### src/rtl/sw_conditioner.sv
// Slide-switch conditioner: per-channel synchroniser followed by a counter-based
// debouncer, producing clean levels, one-cycle edge pulses and a settled flag.
module sw_conditioner #(
  parameter int WIDTH           = 2,
  parameter int SYNC_STAGES     = 2,
  parameter int DEBOUNCE_CYCLES = 1000000
) (
  input  logic             clk,
  input  logic             rst_n,
  input  logic [WIDTH-1:0] sw_raw,
  output logic [WIDTH-1:0] sw_clean,
  output logic [WIDTH-1:0] sw_rise,
  output logic [WIDTH-1:0] sw_fall,
  output logic             sw_change,
  output logic             settled
);

  localparam int             CW       = $clog2(DEBOUNCE_CYCLES);
  localparam logic [CW-1:0]  CNT_LAST = CW'(DEBOUNCE_CYCLES - 1);

  typedef enum logic {
    STABLE  = 1'b0,
    PENDING = 1'b1
  } state_e;

  logic [WIDTH-1:0] sync_q [SYNC_STAGES];
  logic [WIDTH-1:0] sync;

  state_e           state_q [WIDTH];
  state_e           state_d [WIDTH];
  logic [CW-1:0]    cnt_q   [WIDTH];
  logic [CW-1:0]    cnt_d   [WIDTH];
  logic [WIDTH-1:0] clean_q, clean_d;
  logic [WIDTH-1:0] rise_q, rise_d;
  logic [WIDTH-1:0] fall_q, fall_d;
  logic             change_q;
  logic [WIDTH-1:0] stable_vec;

  // Plain flop chain; nothing may sit between the stages.
  always_ff @(posedge clk or negedge rst_n) begin
    if (!rst_n) begin
      for (int s = 0; s < SYNC_STAGES; s++) begin
        sync_q[s] <= '0;
      end
    end else begin
      sync_q[0] <= sw_raw;
      for (int s = 1; s < SYNC_STAGES; s++) begin
        sync_q[s] <= sync_q[s-1];
      end
    end
  end

  assign sync = sync_q[SYNC_STAGES-1];

  always_comb begin
    clean_d    = clean_q;
    rise_d     = '0;
    fall_d     = '0;
    stable_vec = '0;
    for (int i = 0; i < WIDTH; i++) begin
      state_d[i]    = state_q[i];
      cnt_d[i]      = cnt_q[i];
      stable_vec[i] = (state_q[i] == STABLE);
      case (state_q[i])
        STABLE: begin
          if (sync[i] != clean_q[i]) begin
            state_d[i] = PENDING;
            cnt_d[i]   = CW'(1);
          end
        end
        PENDING: begin
          // A bounce back to the accepted level abandons qualification.
          if (sync[i] == clean_q[i]) begin
            state_d[i] = STABLE;
            cnt_d[i]   = '0;
          end else if (cnt_q[i] == CNT_LAST) begin
            clean_d[i] = sync[i];
            rise_d[i]  = sync[i];
            fall_d[i]  = ~sync[i];
            state_d[i] = STABLE;
            cnt_d[i]   = '0;
          end else begin
            cnt_d[i] = cnt_q[i] + CW'(1);
          end
        end
        default: begin
          state_d[i] = STABLE;
          cnt_d[i]   = '0;
        end
      endcase
    end
  end

  always_ff @(posedge clk or negedge rst_n) begin
    if (!rst_n) begin
      for (int i = 0; i < WIDTH; i++) begin
        state_q[i] <= STABLE;
        cnt_q[i]   <= '0;
      end
      clean_q  <= '0;
      rise_q   <= '0;
      fall_q   <= '0;
      change_q <= 1'b0;
    end else begin
      for (int i = 0; i < WIDTH; i++) begin
        state_q[i] <= state_d[i];
        cnt_q[i]   <= cnt_d[i];
      end
      clean_q  <= clean_d;
      rise_q   <= rise_d;
      fall_q   <= fall_d;
      change_q <= |(rise_d | fall_d);
    end
  end

  assign sw_clean  = clean_q;
  assign sw_rise   = rise_q;
  assign sw_fall   = fall_q;
  assign sw_change = change_q;
  assign settled   = &stable_vec;

endmodule
### config.mk
export PLATFORM = sky130hd
export DESIGN_NAME = sw_conditioner
export DESIGN_NICKNAME = d
export VERILOG_FILES = /design/src/rtl/sw_conditioner.sv
export SDC_FILE = /design/constraint.sdc
export NUM_CORES = 1
export LEC_CHECK = 0
export ABC_AREA = 0
export ABC_CLOCK_PERIOD_IN_PS = 2600
export CAP_MARGIN = 20
export CORE_MARGIN = 10
export CORE_UTILIZATION = 60
export DETAILED_ROUTE_END_ITERATION = 6
export PLACE_DENSITY = 0.78
export RECOVER_POWER = 25
export SKIP_LAST_GASP = 1
export SLEW_MARGIN = 10
export SYNTH_ARGS = -nofsm -noshare
export SYNTH_HDL_FRONTEND = slang
export SYNTH_SLANG_ARGS = --single-unit
### constraint.sdc
create_clock -name clk -period 2.6 [get_ports clk]
set_clock_uncertainty 0.2 [all_clocks]
set_input_delay 0.26 -clock clk [delete_from_list [all_inputs] [get_ports clk]]
set_output_delay 0.26 -clock clk [all_outputs]
set_load 0.005 [all_outputs]
==> reports/summary.txt <==
CP delay by family, top -> simple AND/OR/NAND/NOR gates
Slew headroom -> 14.9%
Quantity of I/O buffers inserted on ports -> 11
I/O pins -> 12
Synth Warn # -> 0
DIE AREA -> 0.00754 sq mm
Post-synth top area share -> 49.5%
Vias -> 2,188
Fill count -> 335
Initial antenna violation count -> 0
Final setup TNS -> 0 ns
Achievable Freq -> 0.424 GHz
Placed instance count -> 342
Initial DRC Count -> 200
Dpl ws -> 0.258 ns
Nets -> 304
Vias in the first global route -> 1,989
Critical Path Start Type -> flip-flop
Largest family of logic cells by synthesized area -> simple AND/OR/NAND/NOR gates
Largest area contributor in the netlist -> dfrtp_1
Mapped Area -> 0.00268 sq mm
Core Box Area -> 0.00435 sq mm
Cell count after synthesis -> 279
Grt ovf -> 0
Compound-Gate Fraction of Synth Area -> 19.7%
Synth Flop Type -> dfrtp_1
Slack of the critical path -> 0.242 ns
Post-synthesis async set-or-reset flop share -> 100%
Setup violators final -> 0
Unrepaired setup endpoints after global routing -> no
# H-tree levels -> 2
Switching Share -> 24.7%
Clock net sink count -> 53
Mux cell area share after synthesis -> 1.59%
Post-DR vias/cell -> 6.23
Sequential fraction of the synthesis area -> 49.5%
Crit path kind -> flip-flop to flip-flop
Worst Hold Class -> flip-flop to flip-flop
Sequential share of power -> 60.8%
Multi-input gate area -> 0.00128 sq mm
Pwr Density -> 474 mW/mm^2
Antenna-violating nets left -> 0
Final max-slew violation count -> 0
Overall power -> 1.40 mW
Worst-Margin Slew -> 1.28 ns
DP Wirelength -> 3.75 mm
Buffers & Inverters on Critical Path -> 1
Drt wl/cell -> 15.7 microns
Routed WL -> 5.51 mm
Area growth, synth to finish -> 10.5%
CTS Buf Count -> 5
Layout Cells excl Fill -> 351
Longest Clk Path Bufs -> 2
CP cell instances -> or4_4, nor4b_4, a21oi_2, buf_4, a21o_1, a22o_1
Adder-cell share of the synthesized area -> 0.934%
Syn Nets -> 285
Clock Latency Late Sink -> 0.31 ns
Register area -> 0.00133 sq mm
CP max stage cell -> or4_4
Pint -> 1.06 mW
CP Max Fanout -> 11
Core Rows -> 24
Leakage power -> 1.28 nW
Final design instance area without fill -> 0.00296 sq mm
Element type at the critical path end -> flip-flop
Area contributors post-synth -> dfrtp_1 49%, a31oi_1 6.1%, nand2_1 5.3%, nand3_1 3.2%, o21ai_0 2.8%
Starting density of the core -> 61.6%
Max-cap viol count -> 0
Seq cells post-synth -> 53
GPL Wtd Cong -> 0.870
CTS resizes -> 0
Clock transition at the registers of the reported paths -> 0.10 ns
Post-synthesis xor/xnor area fraction -> 1.96%
Mean Syn Cell Area -> 9.61 sq um
Crit path DAT -> 2.36 ns
Horiz. Die Dim -> 86.8 microns
Largest net degree at the start of global routing -> 54
GRT Total Usage -> 15.1%
Req. time, crit path -> 2.61 ns
Status -> finished clean
Layout cells sized above 1 -> 8.70%
Peak VDD IR -> 0.383 mV
Tcrit/Tclk final -> 90.7%
CTS tree -> done
Final Hold Fails -> 0
Worst path max stage delay -> 0.56 ns
Post-synthesis simple-gate area fraction -> 23.5%
EDFF count, synth -> 0
Number of detailed-route iterations in the first pass -> 4
Clock Power Share -> 32.5%
Vert. Die Dim -> 86.8 microns
Post-synth top cells -> 53 x dfrtp_1, 38 x nand2_1, 26 x a31oi_1
DRC viols -> 0
Combinational share of power -> 6.7%
Most frequent cell after synthesis -> dfrtp_1
DP Area -> 0.00287 sq mm
Distinct cells, synth -> 43
ANT cells -> 0
CTS root buf -> clkbuf_8
First-pass GRT wire length -> 9.40 mm
Switching Power -> 0.347 mW
Tmin final -> 2.36 ns
cell usage in the layout (no fill, tap or decap), drive strengths merged, types with 4 or more instances in the layout:
cell type / instances
dfrtp: 53
nand2: 38
a31oi: 26
nand3: 17
o21ai: 16
nor2: 15
a21oi: 15
buf: 9
and3: 8
nand4: 8
clkdlybuf4s50: 8
a22o: 7
inv: 6
clkbuf: 6
a21o: 5
nand2b: 5
nor4: 5
nor3b: 4
a41oi: 4
nor3: 4
power by group through the flow:
stage / Sequential, mW / Clock (mW) / Combinational, mW
global placement: 0.869 / 0 / 0.0924
global route: 0.856 / 0.502 / 0.109
floorplan: 0.866 / 0 / 0.0590
detailed placement: 0.870 / 0 / 0.0956
CTS: 0.853 / 0.471 / 0.0973
finish: 0.854 / 0.456 / 0.0945
worst paths after layout:
path	startpoint	end	slack (ns)	depth (start not counted)
min in group asynchronous	rst_n	cnt_q[19]	0.62	3
worst max register to register	cnt_q[12]	cnt_q[13]	0.24	6
worst max-delay path	cnt_q[12]	cnt_q[13]	0.24	6
worst min-delay path	sync_q[2]	sync[0]	0.16	0
worst min register to register	sync_q[2]	sync[0]	0.16	0
max in group asynchronous	rst_n	cnt_q[3]	0.79	3
state kept, by name (all words and copies together) (netlist names):
register,cells
sw_clean,2
cnt_q,40
state_q,2
sync,2
sw_rise,2
sw_change,1
sw_fall,2
sync_q,2
metrics by stage:
stage               util [%]  hold slack, ns
global route            68.0           0.166
global placement        65.8           0.136
finish                  68.0           0.160
detailed placement      65.8           0.139
CTS                     68.0           0.163
floorplan                  -          -0.236
per-layer routing:
layer	vias to the layer above	global-route usage, %	share of wire (%)
met4	0	4.42	1.1
met3	7	5.35	7.1
li1	1085	-	-
met1	1042	21.3	48
met2	54	21.1	43
met5	-	0	0
repair_timing:
item | CTS | global route
setup endpoints to repair | 0 | 0
hold endpoints to repair | 53 | 0
hold buffers | 1 | 0
buffers inserted | 0 | 0
worst reg2reg max path, delay by kind of cell (launching register included):
family	cells	cell delay, ns
simple gates	2	0.84
compound gates	3	0.56
flops	1	0.44
buf+inv	1	0.23
area by class of cell:
class / instances / area share (%)
timing repair buffer: 21 / 6.09
sequential: 53 / 44.8
inverter: 6 / 0.761
clock buffer: 5 / 2.32
tap: 52 / 2.20
multi-input combinational: 211 / 43.2
clock inverter: 3 / 0.592
logic make-up (layout without fill, tap and decap cells):
kind of cell,count (synthesis),count (layout)
AND/OR/NAND/NOR,117,117
adder cells (fa/ha/maj),2,2
AO/OA/AOI/OAI,82,82
flip-flops,53,53
XOR/XNOR,6,6
multiplexers,4,4
buffers and inverters,15,35
No activity file was read; power rests on OpenSTA's default activity.
==> patch 1: new RTL, same settings <==
Set the parameter `SYNC_STAGES` to 4 (it was 2).
--- a/src/rtl/sw_conditioner.sv
+++ b/src/rtl/sw_conditioner.sv
@@ -2,7 +2,7 @@
 // debouncer, producing clean levels, one-cycle edge pulses and a settled flag.
 module sw_conditioner #(
   parameter int WIDTH           = 2,
-  parameter int SYNC_STAGES     = 2,
+  parameter int SYNC_STAGES     = 4,
   parameter int DEBOUNCE_CYCLES = 1000000
 ) (
   input  logic             clk,
Check against the original RTL: not equivalent (a bounded check fails within 4 cycles, from zero or initial values and one cycle with rst_n low).
==> patch 1 against the original RTL <==
Global-route usage rose by 1.5 points. Wire length rose by 8.5%. Critical path depth did not move. Sequential cell count rose by 4. Final area rose by 10%. Die area rose by 4.8%. Total power rose by 42%. Synthesized area rose by 6.3%. Largest cell class unchanged. Worst setup slack got worse by 0.083 ns.
==> patch 1: results (changes against the original RTL) <==
* Sequential share of the synthesized area at 50.1% (+0.58 points)
* Hold Crit Start: sync_q[5]
* CTS root buffer: clkbuf_8
* Ant. Diodes at 0 (unchanged)
* DP HPWL at 3980 um (+6.1%)
* Total track usage at 16.6% (+1.5 points)
* R2r worst-path depth at 6 (unchanged)
* Number of buffers created by CTS at 9 (+4)
* Top cells by area, synth: dfrtp_1, a31oi_1, nand2_1, nand3_1, a21oi_1
* Crit path arrival time at 2.44 ns (+0.08 ns)
* Vias post-DR at 2305 (+5.3%)
* Maximum VDD drop at 0.526 mV (+37%)
* CTS clk-pin slew, worst paths at 0.07 ns (-0.03 ns)
* Worst flop-to-flop path startpoint: cnt_q[13]
* Yosys warns at 0 (unchanged)
* Largest net degree at the start of global routing at 32 (-41%)
* Setup WS pre-CTS at 0.166 ns (-0.0920 ns)
* Syn_nets at 292 (+2.5%)
* Leak at 1.39 nW (+8.9%)
* Postcts setup bufs at 0 (unchanged)
* First-pass GRT wire length at 10200 um (+9.0%)
* Number of library cell types mapped by synthesis at 49 (+14%)
* H-tree Lvls at 3 (+1)
* Layout cells sized above 1 at 12.0% (+3.3 points)
* Hold Path Class: reg2reg
* # nets final at 317 (+4.3%)
* Crit-path max FO at 16 (+5)
* Most frequent cells after synthesis: dfrtp_1, nand2_1, a31oi_1, nand3_1, a21oi_1
* Vias in the first global route at 2168 (+9.0%)
* WL/cell at 16.2 um (+2.9%)
* PortBufs at 11 (unchanged)
* Initial antenna violation count at 0 (unchanged)
* Status: completed
* Clk Latency, worst-skew pair at 0.34 ns (+0.03 ns)
* Worst hold path stage count at 0 (unchanged)
* Max_slew headroom at 37.9% (+23 points)
* DR iter-0 viols at 157 (-22%)
* Final Wtd Congestion at 0.861 (-1.1%)
## patch 1: cell count changes in the layout (fill, tap and decap cells not counted), moves of 3 or more
cell,delta
a21oi_1,+7
nand2_1,-6
clkbuf_8,+4
dfrtp_1,+4
nand3_1,+4
a31oi_1,-3
nand4_1,-3
nor3_1,+3
o21ai_0,-3
## patch 1: cell type report
cell class,count,area (um2)
fillers,333,1390
inverters,8,30.0
clock inverters,7,103
flip-flops and latches,57,1430
clock buffers,9,124
repair buffers,23,193
multi-input cells,212,1320
well taps,54,67.6
## patch 1: worst paths after layout
path,endpoint,slack [ns]
worst max-delay path,cnt_q[10],0.16
worst min-delay path,sync_q[3],0.16
worst max register to register,cnt_q[10],0.16
worst min register to register,sync_q[3],0.16
max in group asynchronous,cnt_q[37],0.73
min in group asynchronous,cnt_q[8],0.23
## patch 1: metal layers
metal | track usage [%] | wire length (um) | share of wire (%)
met5 | 0 | 0 | 0
met4 | 7.20 | 59 | 0.99
met3 | 6.93 | 457 | 7.6
met2 | 23.1 | 2610 | 44
met1 | 22.2 | 2850 | 48
## patch 1: stage by stage
stage | utilization [%] | instances | hold WS (ns) | instance area [um2]
6_report | 70.1 | 370 | 0.158 | 3270
5_1_grt | 70.1 | 370 | 0.166 | 3270
4_1_cts | 70.0 | 370 | 0.127 | 3260
3_5_place_dp | 65.0 | 353 | -0.0569 | 3030
3_3_place_gp | 65.0 | 353 | -0.0609 | 3030
2_1_floorplan | - | 286 | -0.236 | 2850
## patch 1: timing repair
action	4_1_cts	5_1_grt
endpoints found under the setup margin	0	3
endpoints found under the hold margin	57	0
resized for setup	0	1
hold buffers	1	0
## patch 1: cells by family after synthesis
family,Yosys count,share of synthesized area [%]
DFF,57,50.1
xor gates and xnor gates,4,1.23
and+or+nand+nor,118,23.4
AOI/OAI and AO/OA,83,18.8
adders and majority gates,2,0.878
muxes,5,1.84
buffers and inverters,17,3.73
## patch 1: where the power goes
part	internal [mW]	total (mW)	switching, mW
Clock	0.549	0.943	0.395
Combinational	0.0404	0.109	0.0686
Sequential	0.909	0.934	0.0250
## patch 1: critical path, stage by stage (launching register included)
cell     delay [ns]
dfrtp_1        0.44
or4_4          0.55
nor4b_4        0.36
a21oi_2        0.26
buf_4          0.22
a41oi_1        0.21
a31oi_1        0.06
==> patch 2: new RTL, same flow settings <==
Without the edit above. Add an input register stage for `sw_raw`, with the module's reset; this delays it by one clock.
--- a/src/rtl/sw_conditioner.sv
+++ b/src/rtl/sw_conditioner.sv
@@ -23,6 +23,16 @@
     PENDING = 1'b1
   } state_e;
 
+  logic [WIDTH-1:0] sw_raw_q;
+
+  always_ff @(posedge clk or negedge rst_n) begin
+    if (!rst_n) begin
+      sw_raw_q <= '0;
+    end else begin
+      sw_raw_q <= sw_raw;
+    end
+  end
+
   logic [WIDTH-1:0] sync_q [SYNC_STAGES];
   logic [WIDTH-1:0] sync;
 
@@ -43,7 +53,7 @@
         sync_q[s] <= '0;
       end
     end else begin
-      sync_q[0] <= sw_raw;
+      sync_q[0] <= sw_raw_q;
       for (int s = 1; s < SYNC_STAGES; s++) begin
         sync_q[s] <= sync_q[s-1];
       end
Formal check against the unedited RTL: not equivalent (Yosys sat finds a counterexample within 4 cycles, from zero or initial values and one cycle with rst_n low).
==> patch 2 against the original RTL <==
Sequential cell count increased by 2. Largest cell class is now multi-input gates. Count of clock-buffer cells in the layout stayed put. Synthesized area is 7.0% higher. Sequential share of layout area shrank 0.98 points. Total power increased by 5.7%. Highest routed layer unchanged. Worst setup slack gained 0.077 ns. Final area up 6.1%. Wire length up 2.2%.
==> patch 2: results (changes against the original RTL) <==
* # nets final at 325 (+6.9%)
* Filler Cells Inserted at 372 (+11%)
* Sequential power at 883 uW (+3.4%)
* Total track usage at 15.6% (+0.50 points)
* Post-Layout Cell Count at 374 (+6.6%)
* Final Wtd Congestion at 0.881 (+1.3%)
* Actual slew at the worst max-slew pin at 1.39 ns (+0.113 ns)
* Met1 Use GR at 20.5% (-0.80 points)
* WL/cell at 15.1 um (-4.1%)
* Met3 WL at 214 um (-45%)
* Synth Area in XOR/XNOR at 1.22% (-0.74 points)
* Layout cells sized above 1 at 8.13% (-0.57 points)
* Leak at 1.31 nW (+3.0%)
* First-pass GRT wire length at 10000 um (+6.8%)
* Post-synthesis mux area share at 3.62% (+2.0 points)
* Max stage delay on crit path at 0.43 ns (-0.13 ns)
* Dpl cells at 364 (+6.4%)
* Sequential share of the synthesized area at 48.0% (-1.5 points)
* Top cells by area, synth: dfrtp_1, nand2_1, nand3_1, a21oi_1, o21ai_0
* Vias/cell at 6.19 (-0.66%)
* Met2 WL at 2650 um (+11%)
* Crit path arrival time at 2.29 ns (-0.07 ns)
* Maximum VDD drop at 0.424 mV (+10%)
* P_sw at 377 uW (+8.5%)
* Status: completed
* Pwr Total at 1.48 mW (+5.7%)
* Number of library cell types mapped by synthesis at 49 (+14%)
[patch 2: path summary, 6_finish.rpt]
path | to | cells after the start | startpoint | slack, ns
worst max-delay path | cnt_q[11] | 7 | cnt_q[0] | 0.32
worst min-delay path | sync[0] | 0 | sync_q[2] | 0.16
worst max register to register | cnt_q[11] | 7 | cnt_q[0] | 0.32
worst min register to register | sync[0] | 0 | sync_q[2] | 0.16
max in group asynchronous | cnt_q[21] | 2 | rst_n | 0.80
min in group asynchronous | cnt_q[33] | 2 | rst_n | 0.58
[patch 2: final cells by class]
cell class / instances / area, um2 / area share [%]
well taps: 54 / 67.6 / 2.15
clock inverters: 3 / 27.5 / 0.876
repair buffers: 17 / 164 / 5.22
inverters: 15 / 56.3 / 1.79
flip-flops and latches: 55 / 1380 / 43.8
multi-input cells: 225 / 1380 / 43.9
clock buffers: 5 / 68.8 / 2.19
[patch 2: repair_timing]
action                                 4_1_cts  5_1_grt
hold buffers                                 1        0
resized for setup                            0        0
endpoints found under the hold margin       25        0
